**config.mk**
```make
export PLATFORM = sky130hd
export DESIGN_NAME = frame_source_ctrl
export DESIGN_NICKNAME = d
export VERILOG_FILES = /design/src/rtl/frame_source_ctrl.sv
export SDC_FILE = /design/constraint.sdc
export NUM_CORES = 1
export LEC_CHECK = 0
export BUFFER_PORTS_ARGS = -buffer_cell sky130_fd_sc_hd__buf_2
export CORE_MARGIN = 2
export CORE_UTILIZATION = 50
export DETAILED_ROUTE_END_ITERATION = 8
export PLACE_DENSITY = 0.88
export RECOVER_POWER = 25
export SYNTH_ARGS = -nofsm -noshare
export SYNTH_HDL_FRONTEND = slang
export SYNTH_SLANG_ARGS = --single-unit
```
**constraint.sdc**
```tcl
create_clock -name clk -period 4.65 [get_ports clk]
set_input_delay 0.2325 -clock clk [delete_from_list [all_inputs] [get_ports clk]]
set_output_delay 0.2325 -clock clk [all_outputs]
set_load 0.1 [all_outputs]
```
**src/rtl/frame_source_ctrl.sv**
```systemverilog
// Frame source controller: routes a UART-assembled or camera pixel stream into
// a frame buffer, tracks frame progress and flags frame-integrity errors.
module frame_source_ctrl #(
  parameter int DATA_WIDTH   = 8,
  parameter int TOTAL_PIXELS = 9600,
  parameter int ADDR_WIDTH   = 14
) (
  input  logic                    clk,
  input  logic                    reset,
  input  logic                    mode_sel,
  input  logic                    uart_valid,
  input  logic [3*DATA_WIDTH-1:0] uart_rgb,
  input  logic                    uart_frame_done,
  input  logic                    cam_vsync,
  input  logic                    cam_valid,
  input  logic [3*DATA_WIDTH-1:0] cam_rgb,
  output logic                    fb_we,
  output logic [ADDR_WIDTH-1:0]   fb_addr,
  output logic [3*DATA_WIDTH-1:0] fb_wdata,
  output logic                    frame_ready,
  output logic                    busy,
  output logic                    active_src,
  output logic                    err_frame
);

  localparam int PIX_W = 3 * DATA_WIDTH;
  localparam logic [ADDR_WIDTH-1:0] LAST_ADDR = ADDR_WIDTH'(TOTAL_PIXELS - 1);
  localparam logic [ADDR_WIDTH-1:0] ONE       = ADDR_WIDTH'(1);

  typedef enum logic [2:0] {
    IDLE     = 3'd0,
    UART_RX  = 3'd1,
    CAM_WAIT = 3'd2,
    CAM_RX   = 3'd3,
    DONE     = 3'd4
  } state_t;

  state_t                  state_q, state_d;
  logic [ADDR_WIDTH-1:0]   pix_cnt_q, pix_cnt_d;
  logic                    fb_we_q, fb_we_d;
  logic [ADDR_WIDTH-1:0]   fb_addr_q, fb_addr_d;
  logic [PIX_W-1:0]        fb_wdata_q, fb_wdata_d;
  logic                    frame_ready_q, frame_ready_d;
  logic                    busy_q, busy_d;
  logic                    active_src_q, active_src_d;
  logic                    err_frame_q, err_frame_d;

  always_comb begin
    state_d       = state_q;
    pix_cnt_d     = pix_cnt_q;
    fb_we_d       = 1'b0;
    fb_addr_d     = fb_addr_q;
    fb_wdata_d    = fb_wdata_q;
    frame_ready_d = 1'b0;
    active_src_d  = active_src_q;
    err_frame_d   = err_frame_q;

    case (state_q)
      IDLE: begin
        active_src_d = mode_sel;
        pix_cnt_d    = '0;
        state_d      = mode_sel ? CAM_WAIT : UART_RX;
      end

      UART_RX: begin
        if (uart_valid) begin
          fb_we_d    = 1'b1;
          fb_addr_d  = pix_cnt_q;
          fb_wdata_d = uart_rgb;
          pix_cnt_d  = pix_cnt_q + ONE;
          if (pix_cnt_q == LAST_ADDR) begin
            state_d       = DONE;
            frame_ready_d = 1'b1;
          end
        end
        // A same-cycle pixel is counted before deciding if the frame was short.
        if (uart_frame_done) begin
          state_d       = DONE;
          frame_ready_d = 1'b1;
          if (!(uart_valid && pix_cnt_q == LAST_ADDR)) begin
            err_frame_d = 1'b1;
          end
        end
      end

      CAM_WAIT: begin
        if (cam_vsync) begin
          pix_cnt_d = '0;
          state_d   = CAM_RX;
        end
      end

      CAM_RX: begin
        if (cam_vsync) begin
          // Early vsync restarts the frame; a coincident pixel becomes pixel 0.
          err_frame_d = 1'b1;
          pix_cnt_d   = '0;
          if (cam_valid) begin
            fb_we_d    = 1'b1;
            fb_addr_d  = '0;
            fb_wdata_d = cam_rgb;
            pix_cnt_d  = ONE;
            if (LAST_ADDR == '0) begin
              state_d       = DONE;
              frame_ready_d = 1'b1;
            end
          end
        end else if (cam_valid) begin
          fb_we_d    = 1'b1;
          fb_addr_d  = pix_cnt_q;
          fb_wdata_d = cam_rgb;
          pix_cnt_d  = pix_cnt_q + ONE;
          if (pix_cnt_q == LAST_ADDR) begin
            state_d       = DONE;
            frame_ready_d = 1'b1;
          end
        end
      end

      DONE: begin
        state_d = IDLE;
      end

      default: begin
        state_d = IDLE;
      end
    endcase

    busy_d = (state_d != IDLE);
  end

  always_ff @(posedge clk) begin
    if (reset) begin
      state_q       <= IDLE;
      pix_cnt_q     <= '0;
      fb_we_q       <= 1'b0;
      fb_addr_q     <= '0;
      fb_wdata_q    <= '0;
      frame_ready_q <= 1'b0;
      busy_q        <= 1'b0;
      active_src_q  <= 1'b0;
      err_frame_q   <= 1'b0;
    end else begin
      state_q       <= state_d;
      pix_cnt_q     <= pix_cnt_d;
      fb_we_q       <= fb_we_d;
      fb_addr_q     <= fb_addr_d;
      fb_wdata_q    <= fb_wdata_d;
      frame_ready_q <= frame_ready_d;
      busy_q        <= busy_d;
      active_src_q  <= active_src_d;
      err_frame_q   <= err_frame_d;
    end
  end

  assign fb_we       = fb_we_q;
  assign fb_addr     = fb_addr_q;
  assign fb_wdata    = fb_wdata_q;
  assign frame_ready = frame_ready_q;
  assign busy        = busy_q;
  assign active_src  = active_src_q;
  assign err_frame   = err_frame_q;

endmodule

```
==> results of run 1 <==
-- per-stage QoR --
step | worst slack, ns | area (sq um) | hold slack, ns | power [mW] | util
CTS | 2.22 | 3260 | 0.168 | 1.43 | 0.650
detailed placement | 2.23 | 3060 | 0.462 | 0.961 | 0.610
finish | 2.20 | 3230 | 0.177 | 1.42 | 0.645
global placement | 2.33 | 3060 | 0.459 | 0.953 | 0.610
global route | 1.96 | 3230 | 0.185 | 1.48 | 0.645
floorplan | 3.03 | 2550 | 0.331 | 0.892 | -
-- cell usage after synthesis (3+ instances only) --
| master | instances |
|---|---|
| nand2_1 | 10 |
| nand3_1 | 9 |
| o21ai_0 | 4 |
| a21oi_1 | 10 |
| dfxtp_1 | 60 |
| a211oi_1 | 24 |
| clkbuf_1 | 9 |
| o31ai_1 | 5 |
| buf_4 | 3 |
| or3_1 | 3 |
| inv_1 | 4 |
| mux2i_1 | 30 |
| a22o_1 | 14 |
| nor4_1 | 3 |
| and4_1 | 3 |
| or4_1 | 6 |
| nand3b_1 | 3 |
| nor2_1 | 32 |
-- sequential cells by signal, indices dropped and copies added (netlist names) --
| register | cells |
|---|---|
| active_src | 1 |
| busy | 1 |
| err_frame | 1 |
| fb_addr | 14 |
| fb_wdata | 24 |
| fb_we | 1 |
| frame_ready | 1 |
| pix_cnt_q | 14 |
| state_q | 3 |
-- where the power goes --
group	internal [mW]	switching [mW]
combinational	0.0805	0.297
sequential	0.546	0.0218
clock	0.289	0.184
total	0.916	0.503
-- area by class of cell --
class                           instances  area (sq um)
Sequential cell                        60          1200
Clock inverter                          1          30.0
Timing Repair Buffer                   98           464
Clock buffer                           14           173
Multi-Input combinational cell        183          1260
Fill cell                             432          1780
Inverter                                4          15.0
Tap cell                               70          87.6
-- cells by family (layout without fill, tap and decap cells) --
group	after synthesis	in the layout	share of synthesized area
AND/OR/NAND/NOR	86	86	0.179
AO/OA/AOI/OAI	65	65	0.185
flip-flops	60	60	0.471
multiplexers	30	30	0.118
buffers and inverters	21	117	0.0392
adder cells (fa/ha/maj)	1	1	0.00490
XOR/XNOR	1	1	0.00343
-- path summary, 6_finish.rpt --
| check | start | cells after the start | endpoint | slack (ns) |
|---|---|---|---|---|
| min | mode_sel | 3 | active_src | 0.18 |
| max reg2reg | state_q[1] | 4 | fb_addr[2] | 2.20 |
| max | state_q[1] | 4 | fb_addr[2] | 2.20 |
| min reg2reg | fb_addr[0] | 1 | fb_addr[0] | 0.48 |
-- worst register-to-register path, stage by stage (launching register included) --
cell	delay, ns
dfxtp_1	0.51
mux2i_1	0.24
nor2_4	0.78
nor2_1	0.44
a22o_1	0.37
-- metal layers --
layer / wire (microns) / vias up
met1: 2460 / 1041
li1: - / 1174
met3: 433 / 6
met2: 2860 / 103
met5: 0 / -
met4: 74 / 0
==> key figures, run 1 <==
STA
  – Setup TNS: 0 ns
  – RSZ-0062 raised after global routing: false
  – Max-slew headroom: 0.0369
  – Fin crit share: 0.527
  – Skew final: around 0.007 ns
  – Fmax: about 410 MHz
  – Worst-margin pin slew: around 1.4 ns
  – Slew Limit Fails: 0
  – Tmin final: between 2 and 2.5 ns
  – Hold Vio Cnt, Final: 0
  – Final setup fails: 0

Synthesis
  – Number of synthesized register bits: 60
  – Ys flop type: dfxtp_1
  – Main area contributors after synthesis: dfxtp_1, mux2i_1, a211oi_1
  – Netlist cell types: 42
  – Post-synth top area share: 0.471
  – Post-synthesis cell area: around 2600 sq um
  – Synth area leader: dfxtp_1
  – FFs w/ async S/R, synth: 0
  – Syn Area/Cell: slightly below 10 sq um
  – Post-synth EDFFs: 0
  – Ys Warns: 0
  – Sequential element share of the synthesized area: 0.471
  – Synth Instances: about 260
  – Syn_nets: 320

Clock tree
  – Clock Tree Buf Depth: 2
  – Clk root buf: clkbuf_8
  – Post-CTS Setup Bufs: 0
  – Cts bufs inserted: 9
  – Worst-path clk slew: 0.06 ns
  – Post-CTS Resized: 0
  – Clock Latency Late Sink: approximately 0.33 ns
  – Clock sinks: 60
  – H-tree depth: 3
  – CTS tree: yes
  – Hold-fix buffers at CTS: 0

GRT
  – Total GRT Usage: 0.210
  – Met3 GRT Util: 0.0688
  – Most Used Layer, Global Route: met2
  – Met1 usage: 0.243
  – Initial antenna violation count: 0
  – Met2 global-route usage: 0.343
  – Number of global-route vias before repair: about 2100
  – First-pass GRT wire length: between 9000 and 10000 microns
  – Largest net degree at the start of global routing: 50
  – Global route overflow: 0

Setup path
  – Worst-path cell chain: mux2i_1, nor2_4, nor2_1, a22o_1
  – Slowest-stage cell, CP: nor2_4
  – CP Launch Type: flop
  – Data arrival, critical path: around 2.7 ns
  – CP peak stage delay: 0.78 ns
  – CP Buf/Inv Count: 0
  – CP required: 4.87 ns
  – CP endpoint kind: flop
  – Cell family contributing the most delay on the critical path: simple AND/OR/NAND/NOR gates
  – Crit Path Class: flop to flop
  – Crit Path Max Fanout: roughly 50

Final layout
  – Ant diodes: 0
  – Finished Layout Cells: 430
  – Commonest non-fill, non-tap cell in the layout: buf_2
  – Commonest non-fill, non-tap cells in the layout: buf_2, dfxtp_1, nor2_1
  – Syn-to-layout area delta: 26.5%
  – Share of layout cells above drive strength 1: 0.253
  – Final nets: approximately 410

Route
  – Total vias in the final route: around 2300
  – TritonRoute pass-1 iters: 4
  – Detailed-route DRC error count: 0
  – Routed length per instance: approximately 14 microns
  – Post-DR vias/cell: 5.40
  – WL final: 5830 microns
  – DR iter-0 viols: between 100 and 150
  – Antenna Violating Nets Remaining: 0

Place
  – # port buffers: just under 100
  – Routability cong.: ~0.86
  – Post-DP HPWL: about 4200 microns
  – Placed insts: between 400 and 500

Die
  – Area of the core: ~5000 sq um
  – Initial Util: 0.509
  – DIE WIDTH: 75.5 microns
  – Chip Height: about 75 microns
  – Boundary Pins: between 90 and 100
  – Die area: ~5700 sq um
  – Cell Rows: 26

Power and ir drop
  – Leak: between 1 and 1.5 nW
  – Max VDD drop: 0.256 mV
  – PwrDens: 439 nW/um^2

Hold path
  – Worst hold path type: input port to flop

Run status
  – Outcome: finished clean

Run
  – Total of max-cap violations: 0
No activity file was read; power rests on OpenSTA's default activity.
==> run 2, diff against run 1 <==
--- a/config.mk
+++ b/config.mk
@@ -7,9 +7,9 @@
 export LEC_CHECK = 0
 export BUFFER_PORTS_ARGS = -buffer_cell sky130_fd_sc_hd__buf_2
 export CORE_MARGIN = 2
-export CORE_UTILIZATION = 50
+export CORE_UTILIZATION = 44
 export DETAILED_ROUTE_END_ITERATION = 8
-export PLACE_DENSITY = 0.88
+export PLACE_DENSITY = 0.83
 export RECOVER_POWER = 25
 export SYNTH_ARGS = -nofsm -noshare
 export SYNTH_HDL_FRONTEND = slang
==> constraint.sdc (replaced) <==
create_clock -name clk -period 2.15 [get_ports clk]
set_input_delay 0.1075 -clock clk [delete_from_list [all_inputs] [get_ports clk]]
set_output_delay 0.1075 -clock clk [all_outputs]
set_load 0.1 [all_outputs]
==> run 2 against run 1 <==
  * Total power up 100%
  * Register-to-register slack got worse by 2.0 ns
  * Cell count rose by 0.70%
  * Cell area shrank 0.39%
  * Via count grew 0.13%
  * Hold slack worse by 0.14 ns
  * Critical path depth fell by 1
  * Combinational power is 120% higher
  * Die area grew 13%
  * Clock-buffer cell count down 2
==> key figures, run 2 (synthesized netlist as in run 1, its figures left out) <==
Route
  – TritonRoute pass-1 iters: 5 (+1)
  – Antenna Violating Nets Remaining: 0 (unchanged)
  – Detailed-route DRC error count: 0 (unchanged)
  – Routed length per instance: 13.6 microns (+0.31%)
  – Post-DR vias/cell: 5.37 (-0.56%)
  – WL final: 5880 microns (+1.0%)
  – Total vias in the final route: 2327 (+0.13%)
  – DR iter-0 viols: 122 (unchanged)

GRT
  – Met1 usage: 0.225 (-0.0184)
  – Most Used Layer, Global Route: met2
  – Total GRT Usage: 0.192 (-0.0175)
  – First-pass GRT wire length: 9540 microns (+5.7%)
  – Met3 GRT Util: 0.0584 (-0.0104)
  – Global route overflow: 0 (unchanged)
  – Met2 global-route usage: 0.316 (-0.0272)
  – Initial antenna violation count: 0 (unchanged)
  – Number of global-route vias before repair: 2124 (+0.14%)
  – Largest net degree at the start of global routing: 49 (-2.0%)

STA
  – Worst-margin pin slew: 1.17 ns (-0.278 ns)
  – Max-slew headroom: 0.215 (+0.179)
  – Setup TNS: 0 ns (unchanged)
  – Fin crit share: 0.910 (+0.383)
  – Tmin final: 1.96 ns (-0.495 ns)
  – Slew Limit Fails: 0 (unchanged)
  – Hold Vio Cnt, Final: 0 (unchanged)
  – Skew final: 0.00740 ns (+0.000483 ns)
  – RSZ-0062 raised after global routing: false
  – Final setup fails: 0 (unchanged)
  – Fmax: 511 MHz (+25%)
  – Setup ws final: 0.193 ns (-2.01 ns)

Final layout
  – Commonest non-fill, non-tap cell in the layout: buf_2
  – Final nets: 416 (+0.97%)
  – Share of layout cells above drive strength 1: 0.255 (+0.00207)
  – Max reg flops: 24 (unchanged)
  – Commonest non-fill, non-tap cells in the layout: buf_2, dfxtp_1, nor2_1
  – Ant diodes: 0 (unchanged)
  – Syn-to-layout area delta: 26.0%

Clock tree
  – Clock Tree Buf Depth: 2 (unchanged)
  – Post-CTS Setup Bufs: 0 (unchanged)
  – Hold-fix buffers at CTS: 0 (unchanged)
  – Post-CTS Resized: 0 (unchanged)
  – H-tree depth: 3 (unchanged)
  – Clock sinks: 60 (unchanged)
  – Clk root buf: clkbuf_8
  – Cts bufs inserted: 9 (unchanged)
  – Worst-path clk slew: 0.06 ns (about the same)
  – Clock Latency Late Sink: 0.33 ns (about the same)
  – CTS tree: yes

Hold path
  – Worst hold endpoint: active_src
  – HP Start: mode_sel
  – Worst hold path type: input port to flop
  – WHS Path Cells: 3 (unchanged)

Die
  – Cell Rows: 27 (+3.8%)
  – Area of the core: 5540 sq um (+11%)
  – DIE WIDTH: 80.2 microns (+6.2%)
  – Die area: 6430 sq um (+13%)
  – Chip Height: 80.2 microns (+6.2%)
  – Boundary Pins: 98 (unchanged)
  – Initial Util: 0.461 (-0.0488)

Setup path
  – CP peak stage delay: 1.00 ns (+0.22 ns)
  – Crit Path Max Fanout: 14 (-71%)
  – CP endpoint kind: flop
  – Worst-path cell chain: and2_1, nor4_2, a22o_1
  – RR Startpoint: state_q[1]
  – Data arrival, critical path: 2.22 ns (-0.45 ns)
  – CP Launch Type: flop
  – R2r endpoint: fb_addr[8]
  – CP required: 2.41 ns (-2.46 ns)
  – Crit Path Class: flop to flop
  – Worst R2R Setup Slack: 0.19 ns (-2.01 ns)
  – Worst reg-to-reg path cell count: 3 (-1)
  – Slowest-stage cell, CP: nor4_2

Power and ir drop
  – PwrDens: 892 nW/um^2 (+100%)
  – Max VDD drop: 0.475 mV (+86%)
  – Leak: 1.24 nW (-0.59%)
  – Total Power: 2.87 mW (+100%)

Place
  – Routability cong.: 0.812 (-5.1%)
  – # port buffers: 97 (unchanged)
  – Post-DP HPWL: 4310 microns (+2.5%)
  – Dpl ws: 0.219 ns (-2.01 ns)

Run
  – Total of max-cap violations: 0 (unchanged)

Run status
  – Outcome: finished clean
## run 2: area by class of cell
| class | instances | area, sq um |
|---|---|---|
| Clock buffer | 12 | 145 |
| Inverter | 4 | 15.0 |
| Sequential cell | 60 | 1200 |
| Multi-Input combinational cell | 183 | 1260 |
| Fill cell | 514 | 2320 |
| Tap cell | 72 | 90.1 |
| Timing Repair Buffer | 102 | 507 |
## run 2: per-stage QoR
stage          cells   util  hold slack, ns  cell area (sq um)
6_report         433  0.581          0.0380               3220
5_1_grt          433  0.581          0.0554               3220
4_1_cts          433  0.586          0.0337               3250
3_5_place_dp     421  0.560           0.378               3100
3_3_place_gp     421  0.560           0.374               3100
2_1_floorplan    264      -           0.206               2550
## run 2: power breakdown
part           internal, mW  leakage, nW  switching (mW)
registers              1.18        0.488          0.0464
logic                 0.188        0.675           0.646
clock network         0.424       0.0743           0.382
## run 2: per-layer routing
layer | wire [microns] | vias to the layer above
li1 | - | 1181
met1 | 2570 | 1031
met2 | 2720 | 105
met3 | 476 | 10
met4 | 119 | 0
met5 | 0 | -
## run 2: worst max-delay path by stage
stage	start	to	slack, ns	depth (start not counted)
after floorplan	state_q[0]	pix_cnt_q[10]	0.53	5
after global placement	state_q[1]	fb_addr[11]	0.26	3
after detailed placement	state_q[1]	pix_cnt_q[10]	0.22	4
after CTS	state_q[1]	fb_addr[8]	0.21	3
after global routing	state_q[1]	fb_addr[9]	0.05	3
final	state_q[1]	fb_addr[8]	0.19	3
## run 2: worst max-delay path, delay by kind of cell, from the launching register on
kind	cells	cell delay [ns]
and+or+nand+nor	2	1.25
AOI/OAI and AO/OA	1	0.25
DFF	1	0.40
==> run 3, diff against run 2 <==
==> constraint.sdc (replaced) <==
create_clock -name clk -period 1.7 [get_ports clk]
set_input_delay 0.085 -clock clk [delete_from_list [all_inputs] [get_ports clk]]
set_output_delay 0.085 -clock clk [all_outputs]
set_load 0.1 [all_outputs]
==> run 3 against run 2 <==
  * Sequential power increased by 25%
  * Global-route usage grew 1.1 points
  * Clock power is 49% higher
  * Critical endpoint is now pix_cnt_q[5]
==> key figures, run 3 (synthesized netlist as in run 1, its figures left out) <==
Run status
  – Outcome: finished clean

Die
  – DIE WIDTH: 80.2 microns (unchanged)
  – Chip Height: 80.2 microns (unchanged)
  – Cell Rows: 27 (unchanged)
  – Initial Util: 0.461 (unchanged)
  – Area of the core: 5540 sq um (unchanged)
  – Boundary Pins: 98 (unchanged)
  – Die area: 6430 sq um (unchanged)

STA
  – Fmax: 610 MHz (+19%)
  – Worst-margin pin slew: 0.547 ns (-0.621 ns)
  – Setup ws final: 0.0607 ns (-0.133 ns)
  – Fin crit share: 0.964 (+0.0542)
  – Slew Limit Fails: 0 (unchanged)
  – Worst hold slack: 0.0137 ns (-0.0242 ns)
  – Setup TNS: 0 ns (unchanged)
  – Hold Vio Cnt, Final: 0 (unchanged)
  – RSZ-0062 raised after global routing: false
  – Tmin final: 1.64 ns (-0.317 ns)
  – Max-slew headroom: 0.637 (+0.422)
  – Skew final: 0.00746 ns (+0.0000659 ns)
  – Final setup fails: 0 (unchanged)

Route
  – DR iter-0 viols: 121 (-0.82%)
  – WL final: 6210 microns (+5.5%)
  – Routed length per instance: 13.8 microns (+1.5%)
  – Post-DR vias/cell: 5.32 (-0.97%)
  – Metal3 WL: 543 microns (+14%)
  – Routed length on met2: 2990 microns (+10%)
  – Antenna Violating Nets Remaining: 0 (unchanged)
  – Sum of routed wire segments on met1: 2620 microns (+1.8%)
  – Total vias in the final route: 2395 (+2.9%)
  – TritonRoute pass-1 iters: 4 (-1)
  – Detailed-route DRC error count: 0 (unchanged)
  – DR top layer: met4

Setup path
  – Worst Setup EP: pix_cnt_q[5]
  – Crit Path Max Fanout: 16 (+2)
  – Data arrival, critical path: 1.90 ns (-0.32 ns)
  – CP endpoint kind: flop
  – Worst Setup SP: state_q[1]
  – Worst R2R Setup Slack: 0.06 ns (-0.13 ns)
  – CP required: 1.96 ns (-0.45 ns)
  – CP Launch Type: flop
  – R2r endpoint: pix_cnt_q[5]
  – Worst reg-to-reg path cell count: 4 (+1)
  – Crit Path Class: flop to flop
  – RR Startpoint: state_q[1]

Run
  – Total of max-cap violations: 0 (unchanged)

Place
  – Post-DP HPWL: 4570 microns (+5.8%)
  – # port buffers: 97 (unchanged)
  – Dpl cell area: 3210 sq um (+3.4%)
  – Placed insts: 435 (+3.3%)
  – Routability cong.: 0.906 (+12%)
  – Dpl ws: 0.0173 ns (-0.202 ns)

GRT
  – Largest net degree at the start of global routing: 49 (unchanged)
  – First-pass GRT wire length: 10000 microns (+5.1%)
  – Number of global-route vias before repair: 2126 (+0.094%)
  – Global route overflow: 0 (unchanged)
  – Initial antenna violation count: 0 (unchanged)
  – Total GRT Usage: 0.204 (+0.0115)

Final layout
  – Max reg flops: 24 (unchanged)
  – Fill cells: 475 (-7.6%)
  – Commonest non-fill, non-tap cell in the layout: buf_2
  – Share of layout cells above drive strength 1: 0.365 (+0.110)
  – Ant diodes: 0 (unchanged)
  – Commonest non-fill, non-tap cells in the layout: buf_2, dfxtp_1, nor2_1
  – Syn-to-layout area delta: 34.5%
  – Finished Layout Cells: 450 (+3.9%)
  – Fin util: 0.620 (+0.0391)
  – Final nets: 430 (+3.4%)
  – Final instance area: 3430 sq um (+6.7%)

Hold path
  – HP Start: mode_sel
  – Worst hold path type: input port to flop

Clock tree
  – Clock Latency Late Sink: 0.33 ns (about the same)
  – Cts bufs inserted: 9 (unchanged)
  – Clock sinks: 60 (unchanged)
  – Post-CTS Setup Bufs: 0 (unchanged)
  – Worst-path clk slew: 0.07 ns (about the same)
  – Clk root buf: clkbuf_8
  – Clock Tree Buf Depth: 2 (unchanged)
  – CTS tree: yes
  – H-tree depth: 3 (unchanged)

Power and ir drop
  – Max VDD drop: 0.596 mV (+25%)
  – Total Power: 3.87 mW (+35%)
  – Leak: 1.42 nW (+15%)
  – PwrDens: 1130 nW/um^2 (+27%)
run 3: changes by cell type in the layout (fill, tap and decap cells not counted), sizes merged:
cell    delta
buf       +15
clkinv     +1
clkbuf     +1
run 3: how the worst min path moves through the flow:
stage	end	slack [ns]	cells after the start
floorplan	busy	0.18	1
global placement	active_src	0.35	3
detailed placement	active_src	0.35	3
CTS	active_src	0.004	3
global route	active_src	0.02	3
finish	active_src	0.01	3
run 3: final cells by class:
class                   count  area [sq um]  share of cell area
clock buffers              14           183              0.0532
clock inverters             1          5.00             0.00146
inverters                   4          15.0             0.00437
repair buffers            116           644               0.188
flip-flops and latches     60          1200               0.350
multi-input cells         183          1290               0.377
well taps                  72          90.1              0.0262
run 3: power by group:
group | internal (mW) | switching (mW)
logic | 0.286 | 0.845
registers | 1.49 | 0.0461
clock network | 0.679 | 0.524
total | 2.46 | 1.41
run 3: critical path, cell delays in order, from the launching register on:
cell,delay (ns)
dfxtp_1,0.33
nor2b_1,0.16
a211o_4,0.40
or4_1,0.53
a21oi_1,0.16
run 3: what timing repair did:
item                                    in CTS  in global routing
hold buffers                                 0                  0
endpoints found under the setup margin       0                 40
gates resized for setup                      0                  9
run 3: metal layers:
layer / vias to the layer above / global-route usage
met5: - / 0
li1: 1206 / -
met2: 108 / 0.326
met1: 1077 / 0.244
met3: 4 / 0.0798
met4: 0 / 0.0797
